### src/rtl/uart_tx_arbiter.sv
// uart_tx_arbiter: round-robin arbiter sharing one uart_tx among NUM_REQ byte producers
module uart_tx_arbiter #(
  parameter int NUM_REQ      = 4,
  parameter int BUSY_TIMEOUT = 16
) (
  input  logic                       clk,
  input  logic                       reset,
  input  logic [NUM_REQ-1:0]         req_valid,
  input  logic [8*NUM_REQ-1:0]       req_data,
  output logic [NUM_REQ-1:0]         req_ready,
  output logic                       tx_start,
  output logic [7:0]                 tx_data,
  input  logic                       tx_busy,
  output logic [$clog2(NUM_REQ)-1:0] grant_id,
  output logic                       arb_busy,
  output logic                       done,
  output logic                       err_timeout
);
  localparam int IW = $clog2(NUM_REQ);
  localparam int TW = $clog2(BUSY_TIMEOUT);
  localparam logic [1:0] IDLE = 2'd0, LAUNCH = 2'd1, WAIT_BUSY = 2'd2, WAIT_DONE = 2'd3;

  logic [1:0]    state_q, state_d;
  logic [IW-1:0] ptr_q, ptr_d, grant_q, grant_d, win;
  logic [TW-1:0] cnt_q, cnt_d;
  logic [7:0]    data_q, data_d;
  logic          start_q, start_d, done_q, done_d, err_q, err_d, xfer;

  // Scan downward so the nearest valid requester after the pointer is the last one written
  always_comb begin
    win = '0;
    for (int k = NUM_REQ; k >= 1; k--)
      if (req_valid[IW'((int'(ptr_q) + k) % NUM_REQ)]) win = IW'((int'(ptr_q) + k) % NUM_REQ);
  end

  assign req_ready   = (state_q == IDLE && !tx_busy && |req_valid) ? NUM_REQ'(1) << win : '0;
  assign xfer        = |(req_valid & req_ready);
  assign arb_busy    = state_q != IDLE;
  assign tx_start    = start_q;
  assign tx_data     = data_q;
  assign grant_id    = grant_q;
  assign done        = done_q;
  assign err_timeout = err_q;

  always_comb begin
    state_d = state_q;
    ptr_d   = ptr_q;
    grant_d = grant_q;
    cnt_d   = cnt_q;
    data_d  = data_q;
    start_d = 1'b0;
    done_d  = 1'b0;
    err_d   = 1'b0;
    case (state_q)
      IDLE: if (xfer) begin
        data_d  = req_data[{win, 3'b000} +: 8];
        grant_d = win;
        ptr_d   = win;
        start_d = 1'b1;
        state_d = LAUNCH;
      end
      LAUNCH: begin
        cnt_d   = '0;
        state_d = WAIT_BUSY;
      end
      WAIT_BUSY: if (tx_busy) state_d = WAIT_DONE;
      else begin
        cnt_d   = cnt_q + 1'b1;
        err_d   = cnt_d == TW'(BUSY_TIMEOUT - 1);
        state_d = err_d ? IDLE : WAIT_BUSY;
      end
      WAIT_DONE: if (!tx_busy) begin
        done_d  = 1'b1;
        state_d = IDLE;
      end
      default: state_d = IDLE;
    endcase
  end

  always_ff @(posedge clk or posedge reset) begin
    if (reset) begin
      state_q <= IDLE;
      ptr_q   <= IW'(NUM_REQ - 1);
      grant_q <= '0;
      cnt_q   <= '0;
      data_q  <= 8'h00;
      start_q <= 1'b0;
      done_q  <= 1'b0;
      err_q   <= 1'b0;
    end else begin
      state_q <= state_d;
      ptr_q   <= ptr_d;
      grant_q <= grant_d;
      cnt_q   <= cnt_d;
      data_q  <= data_d;
      start_q <= start_d;
      done_q  <= done_d;
      err_q   <= err_d;
    end
  end
endmodule

### config.mk
export PLATFORM = sky130hd
export DESIGN_NAME = uart_tx_arbiter
export DESIGN_NICKNAME = d
export VERILOG_FILES = /design/src/rtl/uart_tx_arbiter.sv
export SDC_FILE = /design/constraint.sdc
export NUM_CORES = 1
export LEC_CHECK = 0
export ABC_AREA = 0
export CAP_MARGIN = 20
export CORE_MARGIN = 5
export CORE_UTILIZATION = 43
export CTS_BUF_LIST = sky130_fd_sc_hd__clkbuf_4 sky130_fd_sc_hd__clkbuf_8 sky130_fd_sc_hd__clkbuf_16
export DETAILED_ROUTE_END_ITERATION = 10
export HOLD_SLACK_MARGIN = 0.08
export PLACE_DENSITY_LB_ADDON = 0.15
export REMOVE_ABC_BUFFERS = 1
export SETUP_SLACK_MARGIN = 0.5
export SKIP_LAST_GASP = 1
export SYNTH_ARGS = -nofsm -noshare
export SYNTH_HDL_FRONTEND = slang
export SYNTH_SLANG_ARGS = --single-unit
### constraint.sdc
create_clock -name clk -period 3.15 [get_ports clk]
set_input_delay 0.945 -clock clk [delete_from_list [all_inputs] [get_ports clk]]
set_output_delay 0.945 -clock clk [all_outputs]
set_load 0.03 [all_outputs]
==> metrics.txt, run 1 <==
clock buffer depth=2; Max transition margin=~49%; number of warnings printed during yosys synthesis=0; Final Instance Area=around 2400 um2; achievable frequency=332 MHz; Hold Startpoint=grant_id[1]; critical path peak fanout=3; Least-Margin Pin Slew=0.766 ns; Routed Antenna Nets=0; top cells by area, synth=dfrtp_1, mux2i_1, and4_1; TritonCTS clock tree=built; max-capacitance violation count=0; P_leak=1.08 nW; total number of placement rows=20; Vert. Die Dim=about 66 um; global-route congestion overflow total=0; setup violation total in the final timing report=0; number of flops mapped to enable cells by yosys=0; cell taking the most area after synthesis=dfrtp_1; area occupied by multi-input gates=approximately 880 um2; status=finished, final reports clean; fill count=207; area added between synthesis and finish=74.2%; area share of the leading cell type in the synthesized netlist=between 30% and 40%; total half-perimeter wirelength after legalization and detailed placement=about 3100 um; number of I/O pins=between 50 and 60; starting utilization of the core area=roughly 45%; Post-route DRC=0; Port Buffer Count=56; number of violations reported at the end of detailed-routing iteration 0=around 110; final routed wirelength across all metal layers=approximately 4600 um; number of global-route vias before repair=approximately 1.6k; clk_skew=0.0129 ns; Critical Path Start Type=input port; average wire per cell in the routed design=~17 um; synthesized instance count=between 100 and 150; placed cells=253; mean area per synthesized cell=around 9.6 um2; most instantiated cells after synthesis=dfrtp_1, nand2_1, o21ai_0, mux2i_1, nor2_1; worst setup path class=in -> out; critical path launch point=req_valid[3]; pin count of the biggest net entering global routing=22; minimum clock period=approximately 3 ns; proportion of register bits with asynchronous set or reset after synthesis=between 90% and 100%; Core ar.=around 3000 um2; number of antenna violations at the first check in global routing=0; count of final hold-check violations=0; Placed Area=between 2000 and 2500 um2; first-pass GRT wire length=around 7500 um; peak ir drop on the vdd network=0.000452 V; share of the yosys chip area belonging to registers=38.5%; Hold Path Class=reg -> reg; final cell count without fillers=280; startpoint of the lowest-slack register-to-register path=state_q[0]; most common flop cell mapped by yosys=dfrtp_1; Pwr per Cell Area=685 nW/um2; Yosys reg bits=21; detailed-router iteration count before antenna repair=4; Max Slew Vio Count=0; Die X=about 66 um; clock edge transition at the registers on the reported setup and hold paths=about 0.10 ns; layout cell share with drive strength beyond 1=around a third; placer congestion estimate=~0.83; RSZ-0062 raised after global routing=yes; worst path required time=2.20 ns; number of levels in the clock H-tree=1; GR Util All Layers=around 23%; number of clock buffers inserted by TritonCTS=3; later-pin clock latency in the skew report=0.32 ns; # diodes=0; clock tree root buffer cell=clkbuf_4; slack of the worst reg-to-reg path=between 0.7 and 0.8 ns; critical path endpoint category=output pin; area of the die=4410 um2; Sequential cell area=approximately 530 um2; part of the cycle the worst path needs=between 90 and 100%; CP Data Arrival Time=a little over 2 ns; most repeated cell in the gate-level netlist after synthesis=dfrtp_1; cts-stage hold buffer count=0; total via count in the routed design=between 1k and 1.5k; fin nets=~280; Vias/cell=around 5.4; clk sink count=21; synthesized area=1370 um2; number of distinct library cells after synthesis=35
## layout make-up
class	count	share of cell area, %
inverter	4	0.629
timing repair buffer	95	37.1
clock inverter	1	0.210
sequential	21	22.1
multi-input combinational	112	36.7
tap	44	2.31
clock buffer	3	0.943
## metrics by stage
stage                     hold slack, ns  util (%)  setup slack, ns  power [W]  setup TNS, ns
after floorplan                    0.475         -           -0.251   0.000946         -0.707
after CTS                          0.499      75.6            0.117    0.00156              0
after global routing               0.537      78.2            0.105    0.00174              0
after detailed placement           0.468      66.8           -0.363    0.00130          -1.32
after global placement             0.472      66.8           -0.328    0.00128          -1.14
final                              0.498      78.2            0.137    0.00163              0
## what timing repair did
item,CTS,global route
pin swaps,8,7
cloned,0,0
gates resized for setup,38,22
hold endpoints to repair,0,0
setup buffers,21,2
setup endpoints to repair,4,8
## kinds of logic (layout without fill, tap and decap cells)
family,count (synthesis),count (layout),share of synthesized area [%]
DFF,21,21,38.5
muxes,11,11,8.04
xor gates and xnor gates,2,2,1.28
adders and majority gates,2,2,1.83
buffers and inverters,10,103,5.30
and+or+nand+nor,57,57,23.3
AOI/OAI and AO/OA,40,40,21.7
## placed cells by master (no fill, tap or decap), types with 4 or more instances in the layout
cell / instances
and4_1: 8
buf_4: 32
buf_6: 13
clkdlybuf4s50_1: 46
dfrtp_1: 19
mux2i_1: 11
nand2_1: 18
nor2_1: 9
o211ai_1: 4
o211ai_2: 4
o21ai_0: 14
o31a_1: 8
## worst paths after layout
path | to | cells past startpoint
hold / removal | grant_id[1] | 2
hold reg to reg | grant_id[1] | 2
min in group asynchronous | tx_data[7] | 2
max in group asynchronous | cnt_q[2] | 2
setup reg to reg | ptr_q[0] | 16
setup / recovery | req_ready[1] | 7
## registers in the layout, indices dropped and copies added (netlist names)
name,count
ptr_q,2
err_timeout,1
grant_id,2
tx_data,8
state_q,2
done,1
tx_start,1
cnt_q,4
## metal layers
| layer | up-vias | GRT usage (%) | wire [um] |
|---|---|---|---|
| li1 | 708 | - | - |
| met1 | 701 | 25.9 | 1800 |
| met2 | 68 | 38.5 | 2350 |
| met3 | 22 | 6.63 | 296 |
| met4 | 0 | 9.64 | 195 |
| met5 | - | 0 | 0 |
## report_power, final
part	switching [W]	internal, W	leakage (nW)	total, W
registers	0.000103	0.000380	0.263	0.000483
clock network	0.0000823	0.0000476	0.0177	0.000130
logic	0.000507	0.000515	0.804	0.00102
total	0.000692	0.000943	1.08	0.00163
## critical path, stage by stage
cell	delay [ns]
buf_6	0.09
nor2b_4	0.12
or3b_4	0.38
a21oi_2	0.13
buf_4	0.13
and2b_1	0.14
buf_6	0.13
Note: power is estimated with default switching activity, not from simulation.
==> run 2, diff against run 1 <==
--- a/config.mk
+++ b/config.mk
@@ -7,6 +7,7 @@
 export LEC_CHECK = 0
 export ABC_AREA = 0
 export CAP_MARGIN = 20
+export CORE_ASPECT_RATIO = 1.2
 export CORE_MARGIN = 5
 export CORE_UTILIZATION = 43
 export CTS_BUF_LIST = sky130_fd_sc_hd__clkbuf_4 sky130_fd_sc_hd__clkbuf_8 sky130_fd_sc_hd__clkbuf_16
==> run 2 against run 1 <==
Effect of this change: clock-buffer cell count increased by 1; power decreased by 3.7%; sequential power decreased by 2%; hold slack improved by 0.014 ns; sequential cell count unchanged; highest routed layer unchanged.
==> metrics.txt, run 2 (synthesis results as in run 1) <==
status=finished, final reports clean; total half-perimeter wirelength after legalization and detailed placement=between 3000 and 4000 um; detailed-router iteration count before antenna repair=4; Core ar.=a little over 3000 um2; final cell count without fillers=262; Pwr per Cell Area=roughly 690 nW/um2; Post-route DRC=0; critical path endpoint category=output pin; Crit-path slowest cell=o21a_1; TritonCTS clock tree=built; number of I/O pins=57; number of violations reported at the end of detailed-routing iteration 0=48; Least-Margin Pin Slew=around 0.85 ns; final core occ=74.4%; crit path buf inv count=3; Die X=~62 um; commonest cells after routing, fill and taps aside=clkdlybuf4s50_1, buf_4, dfrtp_1; Max Slew Vio Count=0; # diodes=0; total via count in the routed design=1436; placed cells=between 200 and 250; setup violation total in the final timing report=0; number of levels in the clock H-tree=1; post-route worst setup slack=between 0.1 and 0.15 ns; count of final hold-check violations=0; P_leak=a little over 1 nW; Port Buffer Count=56; max-capacitance violation count=0; critical path peak fanout=6; CP Data Arrival Time=approximately 2.1 ns; Max transition margin=a little over two fifths; number of clock buffers inserted by TritonCTS=3; pin count of the biggest net entering global routing=22; Critical Path Start Type=input port; RSZ-0062 raised after global routing=yes; max FFs per register=8; number of antenna violations at the first check in global routing=0; number of global-route vias before repair=around 1.5k; Hold Path Class=reg -> reg; global-route congestion overflow total=0; peak per-stage delay on the critical path=approximately 0.23 ns; placer congestion estimate=around 0.8; Vias/cell=~5.5; worst setup path class=in -> out; Post-Route Hold Slack=around 0.51 ns; worst r2r path cells=8; first-pass GRT wire length=approximately 6800 um; cts-stage hold buffer count=0; Routed Antenna Nets=0; later-pin clock latency in the skew report=roughly 0.31 ns; worst path required time=2.20 ns; part of the cycle the worst path needs=96.6%; final routed wirelength across all metal layers=4420 um; Vert. Die Dim=roughly 70 um; area added between synthesis and finish=65.9%; area of the die=~4400 um2; count of cell instances traversed by the critical path=7; clk_skew=0.00546 ns; clk sink count=21; clock edge transition at the registers on the reported setup and hold paths=between 0.1 and 0.15 ns; peak ir drop on the vdd network=about 0.0005 V; achievable frequency=about 330 MHz; minimum clock period=3.04 ns; pre-CTS setup slack=-0.333 ns; average wire per cell in the routed design=roughly 17 um; starting utilization of the core area=around 45%; number of cells on the worst hold path=2; fill count=229; layout cell share with drive strength beyond 1=roughly 28%; most common cell after layout, fill and taps aside=clkdlybuf4s50_1; critical path's top delay family=simple AND/OR/NAND/NOR gates; clock tree root buffer cell=clkbuf_4; clock buffer depth=2; fin nets=between 200 and 300; crit-path cells=buf_8 > nor2b_4 > o21a_1 > nor3_4 > buf_4 > and2b_1 > buf_6; total number of placement rows=22; GR Util All Layers=between 20% and 30%
run 2: changes by cell type in the layout (fill, tap and decap cells not counted), moves of 2 or more:
cell | previous run | this run
buf_4 | 32 | 25
buf_6 | 13 | 9
a21oi_2 | 2 | 0
clkbuf_4 | 3 | 5
run 2: timing repair:
action | 4_1_cts | 5_1_grt
endpoints found under the setup margin | 4 | 5
buffers inserted | 9 | 4
pin swaps | 5 | 5
resized for setup | 38 | 14
run 2: power by group:
| part | internal (W) | total (W) | switching, W |
|---|---|---|---|
| logic | 0.000471 | 0.000956 | 0.000485 |
| registers | 0.000379 | 0.000471 | 0.0000911 |
| clock network | 0.0000581 | 0.000148 | 0.0000902 |
run 2: metal layers:
| layer | track usage (%) | wire (um) |
|---|---|---|
| met5 | 0 | 0 |
| met1 | 21.8 | 1650 |
| met4 | 7.55 | 74 |
| met2 | 38.3 | 2410 |
| met3 | 2.70 | 283 |
run 2: layout make-up:
type	instances	area (um2)	share of cell area [%]
sequential	21	528	23.2
tap	36	45.0	1.98
timing repair buffer	85	795	34.9
clock buffer	4	30.0	1.32
inverter	4	17.5	0.771
multi-input combinational	112	858	37.8
run 2: stage by stage:
step / total power [W] / instance area [um2] / TNS (ns)
after floorplan: 0.000946 / 1310 / -0.707
after global placement: 0.00127 / 2030 / -1.08
after detailed placement: 0.00130 / 2030 / -1.20
after CTS: 0.00152 / 2180 / 0
after global routing: 0.00167 / 2270 / 0
final: 0.00157 / 2270 / 0
run 2: tightest hold or removal path: cells and delay by family (launching register included):
kind	cells	cell delay, ns
AND/OR/NAND/NOR	2	0.11
flip-flops	1	0.38
run 2: worst paths after layout:
path | end | slack [ns] | startpoint
hold / removal | grant_id[1] | 0.51 | grant_id[1]
min in group asynchronous | tx_data[0] | 1.09 | reset
max in group asynchronous | done | 1.54 | reset
setup / recovery | req_ready[1] | 0.11 | req_valid[1]
setup reg to reg | tx_data[0] | 1.16 | ptr_q[0]
hold reg to reg | grant_id[1] | 0.51 | grant_id[1]
==> edit (config.mk and constraints of run 2) <==
Set the parameter `BUSY_TIMEOUT` to 32 (it was 16).
--- a/src/rtl/uart_tx_arbiter.sv
+++ b/src/rtl/uart_tx_arbiter.sv
@@ -1,7 +1,7 @@
 // uart_tx_arbiter: round-robin arbiter sharing one uart_tx among NUM_REQ byte producers
 module uart_tx_arbiter #(
   parameter int NUM_REQ      = 4,
-  parameter int BUSY_TIMEOUT = 16
+  parameter int BUSY_TIMEOUT = 32
 ) (
   input  logic                       clk,
   input  logic                       reset,
Behaviour: no difference found for any inputs over 4 cycles, from zero or initial values and one cycle with reset high; that may be too few to reach the edited logic, so the function may still have changed.
==> edit against run 2 <==
  * Critical path depth is 1 lower
  * Final cell count is 0.38% lower
  * Worst setup slack better by 0.064 ns
  * Final area stayed put
  * Synthesized area is 3.1% higher
  * Sequential cell count is 1 higher
  * Routed wire length is 7.9% lower
  * Via count is 1.7% lower
  * Power is 5.7% higher
  * Clock skew is 0.0014 ns higher
  * Critical path type unchanged
  * Critical endpoint is now req_ready[0]
  * Largest cell class unchanged
==> edit: results (changes against run 2) <==
[metrics] count of filler cells inserted in the layout: 232 (+1.3%)
[metrics] status: completed
[metrics] worst endpoint data arrival time: 2.03 ns (-0.07 ns)
[metrics] Fmax: 0.336 GHz (+2.1%)
[metrics] end of the worst register-to-register path: tx_data[3]$_DFFE_PP0P_
[metrics] average via count per standard cell: 5.41 (-1.4%)
[metrics] final total negative setup slack: 0 ns (unchanged)
[metrics] clock tree root driver cell: sky130_fd_sc_hd__clkbuf_4
[metrics] sequential element share of the synthesized area: 39.1% (+0.61 points)
[metrics] post-placement cell count: 249 (+1.6%)
[metrics] switching power summed over all nets: 666 uW (about the same)
[metrics] maximum number of pins on one net before global-route repair: 23 (+4.5%)
[metrics] cells taking the most area after synthesis: sky130_fd_sc_hd__dfrtp_1 35%, sky130_fd_sc_hd__mux2i_1 9.2%, sky130_fd_sc_hd__o211ai_1 5.3%
[metrics] final worst clock skew: 0.00687 ns (+0.00140 ns)
[metrics] Placement Cell Area: 2070 um2 (+2.1%)
[metrics] total half-perimeter wirelength after legalization and detailed placement: 3190 um (+2.7%)
[metrics] share of layout cells above drive strength 1: 23.1% (-4.8 points)
[metrics] post-detailed-routing wire length: 4080 um (-7.9%)
[metrics] headroom to the max-slew limit: 43.5% (+0.54 points)
[metrics] fin cells: 261 (-0.38%)
[metrics] via count of the first global-routing pass: 1564 (+5.6%)
[metrics] number of cell instances on the worst register-to-register path: 9 (+1)
[metrics] Yosys cell types: 39 (+11%)
[metrics] top cells by count, synth: 20 x sky130_fd_sc_hd__dfrtp_1, 15 x sky130_fd_sc_hd__nand2_1, 13 x sky130_fd_sc_hd__mux2i_1, 12 x sky130_fd_sc_hd__nor2_1
[metrics] routability congestion estimate: 0.912 (+14%)
[metrics] worst vdd rail ir drop: 483 uV (-2.2%)
[metrics] number of cells produced by synthesis: 150 (+4.9%)
[metrics] All-Layer GR Usage: 18.0% (-2.4 points)
[metrics] setup slack, reg-to-reg: 1.19 ns (+0.03 ns)
-- edit: kinds of logic (layout without fill, tap and decap cells) --
kind of cell / count (synthesis) / after routing / synth area share, %
fa+ha+maj: 2 / 2 / 1.77
buf+inv: 13 / 88 / 4.87
simple gates: 55 / 55 / 22.6
mux: 13 / 13 / 9.21
xor+xnor: 2 / 2 / 1.24
flops: 22 / 22 / 39.1
compound gates: 43 / 43 / 21.2
-- edit: critical path, stage by stage --
cell,delay [ns]
sky130_fd_sc_hd__buf_8,0.10
sky130_fd_sc_hd__nor2b_4,0.12
sky130_fd_sc_hd__or3b_4,0.43
sky130_fd_sc_hd__a21oi_4,0.16
sky130_fd_sc_hd__and2_4,0.16
sky130_fd_sc_hd__buf_6,0.12
-- edit: how the worst max path moves through the flow --
| stage | start | end | depth (start not counted) |
|---|---|---|---|
| global placement | req_valid[3] | req_ready[1] | 6 |
| finish | req_valid[3] | req_ready[0] | 6 |
| CTS | req_valid[3] | req_ready[0] | 6 |
| detailed placement | req_valid[1] | req_ready[1] | 6 |
| global route | req_valid[2] | req_ready[1] | 7 |
| floorplan | req_valid[3] | req_ready[2] | 4 |
-- edit: per-layer routing --
| layer | track usage, % | wire length [um] | up-vias |
|---|---|---|---|
| met5 | 0 | 0 | - |
| met3 | 2.47 | 142 | 10 |
| met2 | 33.6 | 2170 | 37 |
| met4 | 7.31 | 103 | 0 |
| met1 | 20.4 | 1660 | 662 |
| li1 | - | - | 702 |
-- edit: repair_timing --
item,CTS,global route
hold buffers,0,0
setup endpoints to repair,5,5
pin swaps,7,3
gates resized for setup,44,5
buffers inserted,8,0
-- edit: final cells by class --
class / count / area share [%]
flip-flops and latches: 22 / 24.4
inverters: 5 / 0.936
multi-input cells: 115 / 37.0
repair buffers: 79 / 33.4
clock inverters: 1 / 1.32
well taps: 36 / 1.98
clock buffers: 3 / 0.991
-- edit: per-stage QoR --
stage	hold WS [ns]	util, %
floorplan	0.485	-
global placement	0.465	66.6
detailed placement	0.475	66.6
CTS	0.510	72.6
global route	0.565	73.1
finish	0.503	73.1
-- edit: power by group through the flow --
stage / registers, uW / clock network, uW / logic (uW)
final: 498 / 217 / 950
after global routing: 520 / 229 / 1020
after CTS: 499 / 221 / 944
after detailed placement: 502 / 0 / 851
after global placement: 494 / 0 / 827
after floorplan: 624 / 0 / 362
